**config.mk**
```make
export PLATFORM = sky130hd
export DESIGN_NAME = mem_stage_lsu
export DESIGN_NICKNAME = d
export VERILOG_FILES = /design/src/rtl/lsu_pkg.sv /design/src/rtl/lsu_load_align.sv /design/src/rtl/mem_stage_lsu.sv
export SDC_FILE = /design/constraint.sdc
export NUM_CORES = 1
export LEC_CHECK = 0
export CAP_MARGIN = 20
export CORE_UTILIZATION = 45
export DETAILED_ROUTE_END_ITERATION = 6
export DONT_BUFFER_PORTS = 1
export SLEW_MARGIN = 5
export SYNTH_ARGS = -nofsm -noshare
export SYNTH_HDL_FRONTEND = slang
export SYNTH_SLANG_ARGS = --single-unit
```
**constraint.sdc**
```tcl
create_clock -name clk -period 4.5 [get_ports clk]
set_input_delay 0.675 -clock clk [delete_from_list [all_inputs] [get_ports clk]]
set_output_delay 0.675 -clock clk [all_outputs]
set_load 0.02 [all_outputs]
```
**src/rtl/lsu_pkg.sv**
```systemverilog
// Shared types and helpers for the memory-stage load/store unit.
// Size/state enums plus byte-enable and store-lane helpers.
package lsu_pkg;

  typedef enum logic [1:0] {
    SZ_BYTE = 2'b00,
    SZ_HALF = 2'b01,
    SZ_WORD = 2'b10
  } size_e;

  typedef enum logic [1:0] {
    IDLE,
    REQ,
    WAIT,
    DONE
  } state_e;

  typedef logic [3:0] be_t;

  // Encoding 2'b11 is folded onto word access.
  function automatic size_e to_size(
    input logic [1:0] i_enc
  );
    size_e v;
    unique case (i_enc)
      2'b00:   v = SZ_BYTE;
      2'b01:   v = SZ_HALF;
      default: v = SZ_WORD;
    endcase
    return v;
  endfunction

  function automatic logic misaligned(
    input size_e      i_sz,
    input logic [1:0] i_off
  );
    logic m;
    unique case (i_sz)
      SZ_BYTE: m = 1'b0;
      SZ_HALF: m = i_off[0];
      default: m = |i_off;
    endcase
    return m;
  endfunction

  function automatic be_t gen_be(
    input size_e      i_sz,
    input logic [1:0] i_off
  );
    be_t be;
    unique case (i_sz)
      SZ_BYTE: be = 4'b0001 << i_off;
      SZ_HALF: be = 4'b0011 << {i_off[1], 1'b0};
      default: be = 4'b1111;
    endcase
    return be;
  endfunction

  function automatic logic [31:0] gen_wdata(
    input size_e       i_sz,
    input logic [31:0] i_wd
  );
    logic [31:0] w;
    unique case (i_sz)
      SZ_BYTE: w = {4{i_wd[7:0]}};
      SZ_HALF: w = {2{i_wd[15:0]}};
      default: w = i_wd;
    endcase
    return w;
  endfunction

endpackage

```
**src/rtl/lsu_load_align.sv**
```systemverilog
// Load lane extraction: shift the addressed lane down,
// then sign- or zero-extend to 32 bits by access size.
module lsu_load_align
  import lsu_pkg::*;
(
  input  logic [31:0] i_rdata,
  input  logic [1:0]  i_off,
  input  size_e       i_size,
  input  logic        i_uns,
  output logic [31:0] o_data
);

  logic [31:0] w_lane;
  logic        w_sb;
  logic        w_sh;

  assign w_lane = i_rdata >> {i_off, 3'b000};
  assign w_sb   = ~i_uns & w_lane[7];
  assign w_sh   = ~i_uns & w_lane[15];

  always_comb begin
    o_data = w_lane;
    unique case (i_size)
      SZ_BYTE: o_data = {{24{w_sb}}, w_lane[7:0]};
      SZ_HALF: o_data = {{16{w_sh}}, w_lane[15:0]};
      default: o_data = w_lane;
    endcase
  end

endmodule

```
**src/rtl/mem_stage_lsu.sv**
```systemverilog
// M-stage load/store unit driving a single-outstanding
// valid/ready data bus; stalls the pipe while busy.
module mem_stage_lsu
  import lsu_pkg::*;
#(
  parameter int AW = 32,
  parameter int DW = 32
) (
  input  logic          clk,
  input  logic          reset,
  input  logic          MemReadM,
  input  logic          MemWriteM,
  input  logic [1:0]    ByteAccessM,
  input  logic          LoadUnsignedM,
  input  logic [AW-1:0] ALUResultM,
  input  logic [DW-1:0] WriteDataM,
  output logic          StallM,
  output logic [DW-1:0] ReadDataM,
  output logic          MisalignM,
  output logic          mem_req,
  output logic          mem_we,
  output logic [AW-1:0] mem_addr,
  output logic [3:0]    mem_be,
  output logic [DW-1:0] mem_wdata,
  input  logic          mem_gnt,
  input  logic          mem_rvalid,
  input  logic [DW-1:0] mem_rdata
);

  state_e        r_state;
  state_e        w_next;
  logic [AW-1:0] r_addr;
  logic [1:0]    r_off;
  be_t           r_be;
  logic [DW-1:0] r_wdata;
  logic          r_we;
  size_e         r_size;
  logic          r_uns;
  logic [DW-1:0] r_rdata;

  size_e         w_size;
  logic [1:0]    w_off;
  logic          w_access;
  logic          w_mis;
  logic          w_start;
  logic          w_capture;
  logic [DW-1:0] w_ld;

  assign w_size   = to_size(ByteAccessM);
  assign w_off    = ALUResultM[1:0];
  assign w_access = MemReadM | MemWriteM;
  assign w_mis    = misaligned(w_size, w_off);

  always_comb begin
    w_next    = r_state;
    StallM    = 1'b0;
    MisalignM = 1'b0;
    w_start   = 1'b0;
    w_capture = 1'b0;
    unique case (r_state)
      IDLE: begin
        if (w_access && w_mis) begin
          MisalignM = 1'b1;
        end else if (w_access) begin
          StallM  = 1'b1;
          w_start = 1'b1;
          w_next  = REQ;
        end
      end
      REQ: begin
        StallM = 1'b1;
        if (mem_gnt) w_next = r_we ? DONE : WAIT;
      end
      WAIT: begin
        StallM = 1'b1;
        if (mem_rvalid) begin
          w_capture = 1'b1;
          w_next    = DONE;
        end
      end
      DONE:    w_next = IDLE;
      default: w_next = IDLE;
    endcase
  end

  always_ff @(posedge clk or negedge reset) begin
    if (!reset) r_state <= IDLE;
    else        r_state <= w_next;
  end

  // Store wins when both read and write are flagged.
  always_ff @(posedge clk or negedge reset) begin
    if (!reset) begin
      r_addr  <= '0;
      r_off   <= '0;
      r_be    <= '0;
      r_wdata <= '0;
      r_we    <= 1'b0;
      r_size  <= SZ_WORD;
      r_uns   <= 1'b0;
    end else if (w_start) begin
      r_addr  <= {ALUResultM[AW-1:2], 2'b00};
      r_off   <= w_off;
      r_be    <= gen_be(w_size, w_off);
      r_wdata <= gen_wdata(w_size, WriteDataM);
      r_we    <= MemWriteM;
      r_size  <= w_size;
      r_uns   <= LoadUnsignedM;
    end
  end

  lsu_load_align u_align (
    .i_rdata (mem_rdata),
    .i_off   (r_off),
    .i_size  (r_size),
    .i_uns   (r_uns),
    .o_data  (w_ld)
  );

  always_ff @(posedge clk or negedge reset) begin
    if (!reset)         r_rdata <= '0;
    else if (w_capture) r_rdata <= w_ld;
  end

  assign mem_req   = (r_state == REQ);
  assign mem_we    = mem_req & r_we;
  assign mem_addr  = r_addr;
  assign mem_be    = r_be;
  assign mem_wdata = r_wdata;
  assign ReadDataM = r_rdata;

endmodule

```
-- Word level (Yosys, flattened, before mapping)
Index checks and enable logic that the tools add are counted.
W data, S select, Z words.
- divide/modulo/power cells: 0
- reductions and logical operators: 8
- magnitude comparators: 0
- multiply operators: 0
- shift-type cells: 3
- eq/ne operators: 10
- bitwise logic cells: 5
- add/sub/neg operators: 0
- muxes and demuxes: 19
- operators with widths (kind ; count):
    $pmux W32 S2 ; 2
    $shr A32 B5 Y32 ; 1
    $eq A2 B1 Y1 const B ; 4
    $logic_not A2 Y1 ; 4
    $mux W1 ; 8
    $mux W2 ; 4
    $pmux W2 S4 ; 1
    $pmux W4 S2 ; 1
    $ne A2 B2 Y1 const B ; 3
    $eq A2 B2 Y1 const B ; 2
    $pmux W1 S2 ; 2
    $pmux W2 S2 ; 1
    $reduce_and A4 Y1 ; 1
    $reduce_or A2 Y1 ; 2
    $shl A1 B2 Y4 const A ; 1
    $shl A2 B2 Y4 const A ; 1
    $and A1 B1 Y1 ; 3
    $ne A2 B1 Y1 const B ; 1
    $logic_and A1 B1 Y1 ; 1
    $not A1 Y1 ; 1
    $or A1 B1 Y1 ; 1
- register bits: 106
- memory bits (writable): 0
- input port bits: 105
- logic and storage cells: 54
- memories kept: 0
- output and inout bits: 104
- bits in read-only memories: 0
- latch bits: 0

-- Logic depth before layout (Yosys ltp)
Gate-level depths: netlist (run 1).
- depth after elaboration: 7
- depth in mapped cells: 8

-- Hierarchy
A second synthesis (run 1) with hierarchy kept.
- cell total of the unflattened synthesis: 447
- area total of the unflattened synthesis: 5328.9 sq um
- by module, submodules not included (module ; times used ; seq. area each (sq um) ; area an instance (sq um) ; cells an instance):
    mem_stage_lsu ; 1 ; 2653.8 ; 4560.6 ; 344
    lsu_load_align ; 1 ; 0.0 ; 768.2 ; 103

-- Worst setup path after synthesis (run 1)
OpenSTA, ideal clock, no wires.
- kind: input -> output
- start: input port ALUResultM[0]
- end: output port StallM
- arrival: 1870 ps
- slack: 1955 ps
- cell stages on the path: 6
- data required time: 3825 ps
- buffers on the path: 3
- path through: buf_2 -> a21oi_1 -> o21bai_1 -> buf_2 -> buf_2 -> a21oi_1
- word-level cells in the longest chain between the ends: 5
- RTL lines (element ; RTL line ; source):
    start: declaration ; mem_stage_lsu.sv:15 ; input logic [AW-1:0] ALUResultM,
    $reduce_or A2 Y1 ; lsu_pkg.sv:41 ; default: m = |i_off;
    $pmux W1 S2 * ; lsu_pkg.sv:38 ; unique case (i_sz)
    $logic_and A1 B1 Y1 * ; mem_stage_lsu.sv:62 ; if (w_access && w_mis) begin
    $mux W1 * ; mem_stage_lsu.sv:62 ;
    $pmux W1 S2 * ; mem_stage_lsu.sv:60 ; unique case (r_state)
    end: declaration ; mem_stage_lsu.sv:17 ; output logic StallM,
Every way passes the cells marked *; elsewhere a longest branch is shown, timed or not.

-- Final worst setup path (run 1)
- start: register r_state[0]
- end: register r_rdata[31], in the netlist ReadDataM[31]
- word-level cells in the longest chain between the ends: 2
- RTL lines (element ; RTL line ; source):
    start: declaration ; mem_stage_lsu.sv:30 ; state_e r_state;
    start signal: assignment ; mem_stage_lsu.sv:88 ; else r_state <= w_next;
    $eq A2 B2 Y1 ; mem_stage_lsu.sv:60 ;
    $mux W1 ; mem_stage_lsu.sv:60 ;
    end signal: assignment ; mem_stage_lsu.sv:122 ; else if (w_capture) r_rdata <= w_ld;
    end: declaration ; mem_stage_lsu.sv:39 ; logic [DW-1:0] r_rdata;
No other way between the ends.
A chain may end at the register's enable or synchronous reset.

==> results_dict.tcl, run 1 <==
set metrics [dict create \
    status "completed" \
    die_w_um 107.6 \
    h-tree-depth 3 \
    start_util_pct 46.26 \
    ir_drop_v 0.0003210 \
    crit_type "reg2reg" \
    placed_cells_incl_taps 542 \
    worst-r2r-cell-count 6 \
    antenna_found_initial 0 \
    hold_violations 0 \
    worstMarginPinSlew_ns 0.9164 \
    grt_pass1_vias 3304 \
    die_h_um 107.6 \
    core_sq_um 10840 \
    drv_slew 0 \
    clk_latency_ns 0.36 \
    final_antenna_net_count 0 \
    cts_made_buffers 9 \
    max_cap_viol_count 0 \
    grt_max_degree 106 \
    rows 38 \
    worst_ep_arrival_time_ns 3.32 \
    start_kind "flip-flop" \
    critPathMaxFanout 28 \
    slowest_delay_ns 0.76 \
    antennaDiodeCount 0 \
    synth-seq-area-share_pct 52.92 \
    skew_ns 0.009383 \
    tns_ns 0 \
    cts.path.max_buffers 2 \
    end_kind "flip-flop" \
    fin_crit_sh_pct 67.10 \
    crit_slowest_cell "nor3b_2" \
    drive_gt1_share_pct 21.72 \
    syn_area_sq_um 5015 \
    cts_sinks 106 \
    setup_viol_count_final 0 \
    timing.fmax_mhz 331.2 \
    p_leak_uw 0.002311 \
    yosys_most_used_dff "dfrtp_1" \
    path_cells "inv_1 -> ha_1 -> nand2_1 -> nor3b_2 -> nor2b_1 -> a221o_2" \
    synth_edf_count 0 \
    r2r_setup_slack_ns 1.48 \
    overflow 0 \
    avgSynthCellArea_sq_um 11.66 \
    top_level_ports 209 \
    setup.worst_path.start "r_state[0]$_DFFE_PN0P_" \
    endpoint "ReadDataM[31]$_DFFE_PN0P_" \
    gp_congestion 0.7961 \
    grt_pass1_wl_mm 17.52 \
    fillers 1007 \
    min_period_ns 3.019 \
    vias 3219 \
    grt_setup_unrepaired "false" \
    r2r_end "ReadDataM[31]$_DFFE_PN0P_" \
    synthDistinctLibCells 38 \
    dp.final_hpwl_mm 8.013 \
    vias_per_cell 5.758 \
    design_area_sq_um 5315 \
    wl_per_cell_um 20.32 \
    clkTransAtPathRegs_ns 0.09 \
    synthCells 430 \
    fin_nets 525 \
    cts_tree "done" \
    dr.pass1.iters 7 \
    port_buffers 0 \
    place_area_sq_um 5064 \
    synth-async-reset-ratio_pct 100.0 \
    multi_input_area_sq_um 2190 \
    route.detailed.drc 0 \
    drt-initial-drc-count 135 \
    powerDensity_nw_per_um2 757.1 \
    hp-class "in2async" \
    relSlewSlack_pct 38.76 \
    area_growth_pct 5.988 \
    cts-root-buf "clkbuf_8" \
    worstPathRequired_ns 4.80 \
    reg2reg_from "r_state[0]$_DFFE_PN0P_" \
    ys_ff_latch 106 \
    regArea_sq_um 2654 \
    final_cells 559 \
    wl_mm 11.36 \
    grt.total_usage_pct 19.80 \
    dieArea_sq_um 11570 \
    yosys_warnings 0 \
]
kinds of logic (layout without fill, tap and decap cells):
kind of cell / Yosys count / after routing / synth area share, %
AOI/OAI and AO/OA: 95 / 95 / 13.20
xor gates and xnor gates: 1 / 1 / 0.1747
adders and majority gates: 5 / 5 / 1.248
buffers and inverters: 38 / 26 / 3.718
DFF: 106 / 106 / 52.92
muxes: 95 / 95 / 20.66
other: 1 / 2 / 0.07478
and+or+nand+nor: 89 / 89 / 8.009
layout make-up:
cell class / count / share of cell area (%)
sequential: 106 / 49.93
multi-input combinational: 287 / 41.20
tap: 140 / 3.296
clock buffer: 13 / 3.178
timing repair buffer: 5 / 1.318
clock inverter: 2 / 0.6591
inverter: 6 / 0.4237
layer usage:
| metal | up-vias | share of wire (%) | global-route usage (%) |
|---|---|---|---|
| li1 | 1515 | - | - |
| met1 | 1565 | 40 | 24.70 |
| met2 | 131 | 48 | 30.86 |
| met3 | 8 | 11 | 8.656 |
| met4 | 0 | 0.97 | 6.067 |
| met5 | - | 0 | 0 |
critical path, delay by kind of cell, from the launching register on:
family / cells / cell delay [ns]
AO/OA/AOI/OAI: 1 / 0.26
adder cells (fa/ha/maj): 1 / 0.23
buffers and inverters: 1 / 0.14
flip-flops: 1 / 0.43
AND/OR/NAND/NOR: 3 / 1.91
state kept, by name, indices dropped and copies added (netlist names):
name and count:
r_we 1, r_size 2, mem_wdata 32, r_state 2, ReadDataM 32, mem_be 4, mem_addr 30, r_uns 1
r_off 2
Yosys cell counts (all sizes together), types with 2 or more instances:
| cell | instances | area share [%] |
|---|---|---|
| nor3 | 12 | 1.2 |
| inv | 6 | 0.45 |
| a2bb2oi | 3 | 0.52 |
| buf | 20 | 2.4 |
| nor2b | 9 | 1.1 |
| ha | 5 | 1.2 |
| o211ai | 3 | 0.45 |
| clkbuf | 12 | 0.90 |
| nand2 | 32 | 2.4 |
| nand2b | 2 | 0.25 |
| a21oi | 20 | 2.0 |
| a221o | 17 | 3.5 |
| a2111oi | 7 | 1.2 |
| mux2 | 58 | 13 |
| mux2i | 36 | 7.2 |
| and2 | 3 | 0.37 |
| a211oi | 7 | 1.0 |
| o21ai | 32 | 3.3 |
| dfrtp | 105 | 52 |
| nor2 | 28 | 2.1 |
cell usage in the layout, fill, tap and decap left out, types with 6 or more instances in the layout:
cell / netlist / routed
clkbuf_8: 0 / 12
a21oi_1: 20 / 20
nor3_1: 12 / 12
o21ai_0: 31 / 31
mux2i_1: 36 / 36
inv_1: 6 / 6
mux2_2: 58 / 58
nand2_1: 32 / 32
a2111oi_0: 7 / 7
a221o_2: 6 / 6
nor2b_1: 9 / 9
a221o_1: 11 / 11
a211oi_1: 7 / 7
dfrtp_1: 105 / 105
nor2_1: 27 / 27
where the power goes:
part / total (uW) / leakage (uW) / switching, uW / internal [uW]
clock: 606 / 0.000106 / 306 / 300
sequential: 2310 / 0.00129 / 898 / 1410
combinational: 1110 / 0.000919 / 539 / 574
total: 4020 / 0.00231 / 1740 / 2280
what timing repair did:
| action | CTS | global route |
|---|---|---|
| resized for setup | 0 | 0 |
| endpoints found under the hold margin | 105 | 0 |
| hold buffers | 1 | 0 |
| setup buffers | 0 | 0 |
how the worst min path moves through the flow:
stage / startpoint / cells after the start / to / slack (ns)
2_1_floorplan: reset / 0 / ReadDataM[0]$_DFFE_PN0P_ / 0.38
3_3_place_gp: reset / 0 / ReadDataM[27]$_DFFE_PN0P_ / 0.38
3_5_place_dp: reset / 0 / ReadDataM[27]$_DFFE_PN0P_ / 0.38
4_1_cts: reset / 0 / r_size[1]$_DFFE_PN1P_ / 0.13
5_1_grt: reset / 0 / r_size[1]$_DFFE_PN1P_ / 0.12
6_report: reset / 0 / r_size[1]$_DFFE_PN1P_ / 0.15
through the flow:
step / setup slack [ns] / util (%) / total power, uW / hold WS [ns]
after floorplan: 1.955 / - / 3157 / 0.3794
after global placement: 1.725 / 46.71 / 3367 / 0.3817
after global routing: 1.328 / 49.03 / 4299 / 0.1202
final: 1.481 / 49.03 / 4024 / 0.1549
after detailed placement: 1.536 / 46.71 / 3425 / 0.3816
after CTS: 1.460 / 48.85 / 4059 / 0.1291
No activity file was read; power rests on OpenSTA's default activity.
==> run 2: changes to the inputs <==
clock period = 2.7 ns   (was 4.5 ns; I/O delays follow)
==> results_dict.tcl, run 2 (synthesized netlist as in run 1, its figures left out) <==
set metrics [dict create \
    end_kind "primary output" \
    violations "hold timing" \
    drv_slew 0 \
    fin_crit_sh_pct 87.51 \
    dp.final_hpwl_mm 8.123 \
    clk_latency_ns 0.37 \
    seqPwrFrac_pct 56.4 \
    wl_per_cell_um 19.84 \
    max_cap_viol_count 0 \
    critPathMaxFanout 9 \
    grt_pass1_vias 3364 \
    wl_mm 11.17 \
    grt_max_degree 107 \
    route.detailed.drc 0 \
    reg2reg_from "r_state[0]$_DFFE_PN0P_" \
    post_cts_resized 0 \
    power.switching_uw 2898 \
    antenna_found_initial 0 \
    r2r_setup_slack_ns 0.66 \
    combPwrFrac_pct 27.3 \
    vias 3321 \
    vias_per_cell 5.899 \
    h-tree-depth 3 \
    grt_setup_unrepaired "false" \
    status "finished, violations left" \
    timing.fmax_mhz 423.2 \
    cts-root-buf "clkbuf_8" \
    min_period_ns 2.363 \
    start_util_pct 46.26 \
    port_buffers 0 \
    die_h_um 107.6 \
    grt_pass1_wl_mm 17.62 \
    crit_type "reg2out" \
    clockPowerShare_pct 16.3 \
    gp_congestion 0.7815 \
    cts_tree "done" \
    die_w_um 107.6 \
    powerDensity_nw_per_um2 1271 \
    worstMarginPinSlew_ns 0.7071 \
    drt-initial-drc-count 213 \
    top_level_ports 209 \
    swShare_pct 42.68 \
    tns_ns 0 \
    drive_gt1_share_pct 22.46 \
    dieArea_sq_um 11570 \
    setup_slack_ns 0.3371 \
    layout_common_cells "dfrtp_1 (105), mux2_2 (58), mux2i_1 (36)" \
    p_leak_uw 0.002329 \
    internal-power_uw 3892 \
    relSlewSlack_pct 52.50 \
    final_common_cell "dfrtp_1" \
    cts.path.max_buffers 2 \
    worst_ep_arrival_time_ns 1.96 \
    core_sq_um 10840 \
    ir_drop_v 0.0007889 \
    cts_sinks 106 \
    dp_slack_ns 0.6544 \
    hp-class "in2async" \
    dr.pass1.iters 4 \
    cts_setup_buffers 0 \
    antennaDiodeCount 0 \
    fin_hold_ws_ns -0.2908 \
    area_growth_pct 6.537 \
    skew_ns 0.01256 \
    clkTransAtPathRegs_ns 0.10 \
    worstPathRequired_ns 2.30 \
    hold_violations 105 \
    overflow 0 \
    cts_made_buffers 9 \
    final_antenna_net_count 0 \
    rows 38 \
    setup_viol_count_final 0 \
    grt.total_usage_pct 19.90 \
    p_total_uw 6790 \
    start_kind "flip-flop" \
    fin_nets 528 \
    worst-r2r-cell-count 7 \
    r2r_end "ReadDataM[26]$_DFFE_PN0P_" \
]
## run 2: final cells by class
| class | count | area (sq um) |
|---|---|---|
| inverters | 6 | 22.52 |
| clock inverters | 4 | 73.82 |
| multi-input cells | 287 | 2190 |
| flip-flops and latches | 106 | 2654 |
| repair buffers | 8 | 72.57 |
| fillers | 1018 | 5498 |
| well taps | 140 | 175.2 |
| clock buffers | 12 | 155.1 |
## run 2: critical path: stages (launching register included)
cell	delay (ns)
dfrtp_1	0.43
inv_1	0.15
ha_1	0.24
o21ai_2	0.14
o21bai_4	0.22
a21oi_1	0.42
## run 2: power by group through the flow
stage / Clock, uW / Combinational [uW] / Sequential, uW
after floorplan: 0 / 1640 / 3620
after global placement: 0 / 1780 / 3860
after detailed placement: 0 / 1870 / 3870
after CTS: 1140 / 1870 / 3850
after global routing: 1200 / 2090 / 3950
final: 1100 / 1860 / 3830
## run 2: through the flow
step / instance area [sq um] / hold WS (ns) / cells / utilization (%)
floorplan: 5019 / 0.1094 / 431 / -
detailed placement: 5114 / 0.1114 / 547 / 47.17
global placement: 5114 / 0.1113 / 547 / 47.17
finish: 5343 / -0.2908 / 563 / 49.28
CTS: 5343 / -0.3120 / 563 / 49.28
global route: 5343 / -0.3250 / 563 / 49.28
## run 2: worst max-delay path by stage
stage | from | to | slack [ns] | cells past startpoint
2_1_floorplan | r_state[0]$_DFFE_PN0P_ | StallM | 0.57 | 7
3_3_place_gp | r_off[1]$_DFFE_PN0P_ | ReadDataM[9]$_DFFE_PN0P_ | 0.75 | 5
3_5_place_dp | r_state[0]$_DFFE_PN0P_ | ReadDataM[31]$_DFFE_PN0P_ | 0.65 | 7
4_1_cts | r_state[0]$_DFFE_PN0P_ | StallM | 0.31 | 5
5_1_grt | r_state[0]$_DFFE_PN0P_ | StallM | 0.19 | 5
6_report | r_state[0]$_DFFE_PN0P_ | StallM | 0.34 | 5
## run 2: layer usage
layer	routed length [um]	share of wire, %	GRT usage (%)
met5	0	0	0
met4	232	2.1	9.100
met3	1067	9.6	7.143
met2	5335	48	31.14
met1	4536	41	24.52
==> run 3: changes to the inputs <==
CELL_PAD_IN_SITES_DETAIL_PLACEMENT = 1   (was not set)
CELL_PAD_IN_SITES_GLOBAL_PLACEMENT = 2   (was not set)
CORE_UTILIZATION = 35   (was 45)
PLACE_DENSITY_LB_ADDON = 0.1   (was not set)
RECOVER_POWER = 100   (was not set)
==> results_dict.tcl, run 3 (synthesized netlist as in run 1, its figures left out) <==
set metrics [dict create \
    status "finished, violations left" \
    violations "hold timing" \
    cts_made_buffers 9 \
    antennaDiodeCount 0 \
    dieArea_sq_um 14810 \
    final_antenna_net_count 0 \
    crit_slowest_cell "a21oi_1" \
    seqPwrFrac_pct 55.0 \
    r2r_setup_slack_ns 0.43 \
    fin_util_pct 38.93 \
    relSlewSlack_pct 44.25 \
    start_kind "flip-flop" \
    max_cap_viol_count 0 \
    die_w_um 121.7 \
    grt.total_usage_pct 17.62 \
    end_kind "primary output" \
    fin_nets 527 \
    hp-class "in2async" \
    swShare_pct 43.58 \
    fin_crit_sh_pct 90.29 \
    drv_slew 0 \
    powerDensity_nw_per_um2 1293 \
    power.switching_uw 3058 \
    vias 3281 \
    post_cts_resized 0 \
    tns_ns 0 \
    port_buffers 0 \
    rows 43 \
    internal-power_uw 3959 \
    path_cells "inv_1 -> ha_1 -> o21ai_2 -> o21bai_1 -> a21oi_1" \
    h-tree-depth 3 \
    drive_gt1_share_pct 21.80 \
    area_growth_pct 8.184 \
    cts_tree "done" \
    final_common_cell "dfrtp_1" \
    core_sq_um 13930 \
    top_level_ports 209 \
    cts.path.max_buffers 2 \
    cts-root-buf "clkbuf_16" \
    grt_pass1_vias 3645 \
    worst_ep_arrival_time_ns 2.03 \
    grtUsageMet3_pct 6.835 \
    crit_type "reg2out" \
    combPwrFrac_pct 26.3 \
    worstPathRequired_ns 2.30 \
    p_leak_uw 0.002350 \
    fillers 1521 \
    clockPowerShare_pct 18.7 \
    route.detailed.drc 0 \
    clkTransAtPathRegs_ns 0.07 \
    vias_per_cell 5.450 \
    overflow 0 \
    grt_pass1_wl_mm 19.87 \
    worstMarginPinSlew_ns 0.8362 \
    busiest_layer "met2" \
    die_h_um 121.7 \
    timing.fmax_mhz 410.2 \
    drt-initial-drc-count 144 \
    dr.pass1.iters 4 \
    dp.final_hpwl_mm 8.954 \
    setup_viol_count_final 0 \
    min_period_ns 2.438 \
    fin_hold_ws_ns -0.2582 \
    gp_congestion 0.7789 \
    layout_common_cells "dfrtp_1 (105), mux2_2 (58), mux2i_1 (36)" \
    antenna_found_initial 0 \
    met2_usage_pct 27.81 \
    grt_setup_unrepaired "false" \
    cts_sinks 106 \
    grt_util_met1_pct 21.31 \
    slowest_delay_ns 0.47 \
    wl_per_cell_um 21.14 \
    hold_violations 106 \
    ir_drop_v 0.0004844 \
    critPathMaxFanout 9 \
    wl_mm 12.72 \
    start_util_pct 35.99 \
    clk_latency_ns 0.36 \
    p_total_uw 7017 \
    grt_max_degree 107 \
    skew_ns 0.007344 \
]
run 3: changes by cell type in the layout (fill, tap and decap cells not counted), moves of 2 or more:
cell	change
clkbuf_16	+9
and2_0	+2
buf_4	-3
clkbuf_8	-11
inv_8	+4
and2_1	-2
clkinvlp_4	+2
bufinv_16	-2
run 3: routing by layer:
| metal | part of all wire, % | wire length [um] | up-vias |
|---|---|---|---|
| met3 | 9.6 | 1226 | 11 |
| li1 | - | - | 1520 |
| met2 | 47 | 6009 | 125 |
| met5 | 0 | 0 | - |
| met4 | 1.5 | 191 | 0 |
| met1 | 42 | 5296 | 1625 |
run 3: cell type report:
class | instances | area, sq um | area share [%]
Multi-Input combinational cell | 287 | 2171 | 40.01
Tap cell | 180 | 225.2 | 4.151
Sequential cell | 106 | 2654 | 48.92
Inverter | 6 | 22.52 | 0.4151
Clock inverter | 7 | 68.82 | 1.268
Clock buffer | 9 | 225.2 | 4.151
Timing Repair Buffer | 7 | 58.81 | 1.084
run 3: path summary, 6_finish.rpt:
kind	start	end	depth (start not counted)
worst min-delay path	reset	r_state[1]$_DFFE_PN0P_	0
worst max register to register	r_state[0]$_DFFE_PN0P_	ReadDataM[18]$_DFFE_PN0P_	7
min in group clk	ALUResultM[0]	mem_be[2]$_DFFE_PN0P_	1
worst min register to register	r_we$_DFFE_PN0P_	r_we$_DFFE_PN0P_	1
worst max-delay path	r_state[1]$_DFFE_PN0P_	StallM	5
max in group asynchronous	reset	r_size[1]$_DFFE_PN1P_	0
run 3: stage by stage:
step	worst slack (ns)	cells	instance area, sq um
final	0.2621	602	5425
after global routing	0.1015	602	5425
after CTS	0.2712	602	5450
after detailed placement	0.5936	586	5156
after global placement	0.6905	586	5156
after floorplan	0.5692	431	5019
run 3: critical path: cells and delay by family (launching register included):
kind,cells,cell delay [ns]
compound gates,3,0.87
flops,1,0.43
fa+ha+maj,1,0.25
buf+inv,1,0.14
run 3: power by group through the flow:
stage	registers (uW)	clock network [uW]	logic [uW]
detailed placement	3910	0	1890
CTS	3890	1390	1890
finish	3860	1310	1840
global placement	3900	0	1790
floorplan	3620	0	1640
global route	3980	1430	2090
run 3: what timing repair did:
item	4_1_cts	5_1_grt
endpoints found under the hold margin	106	106
buffers inserted	0	0
setup endpoints to repair	0	0
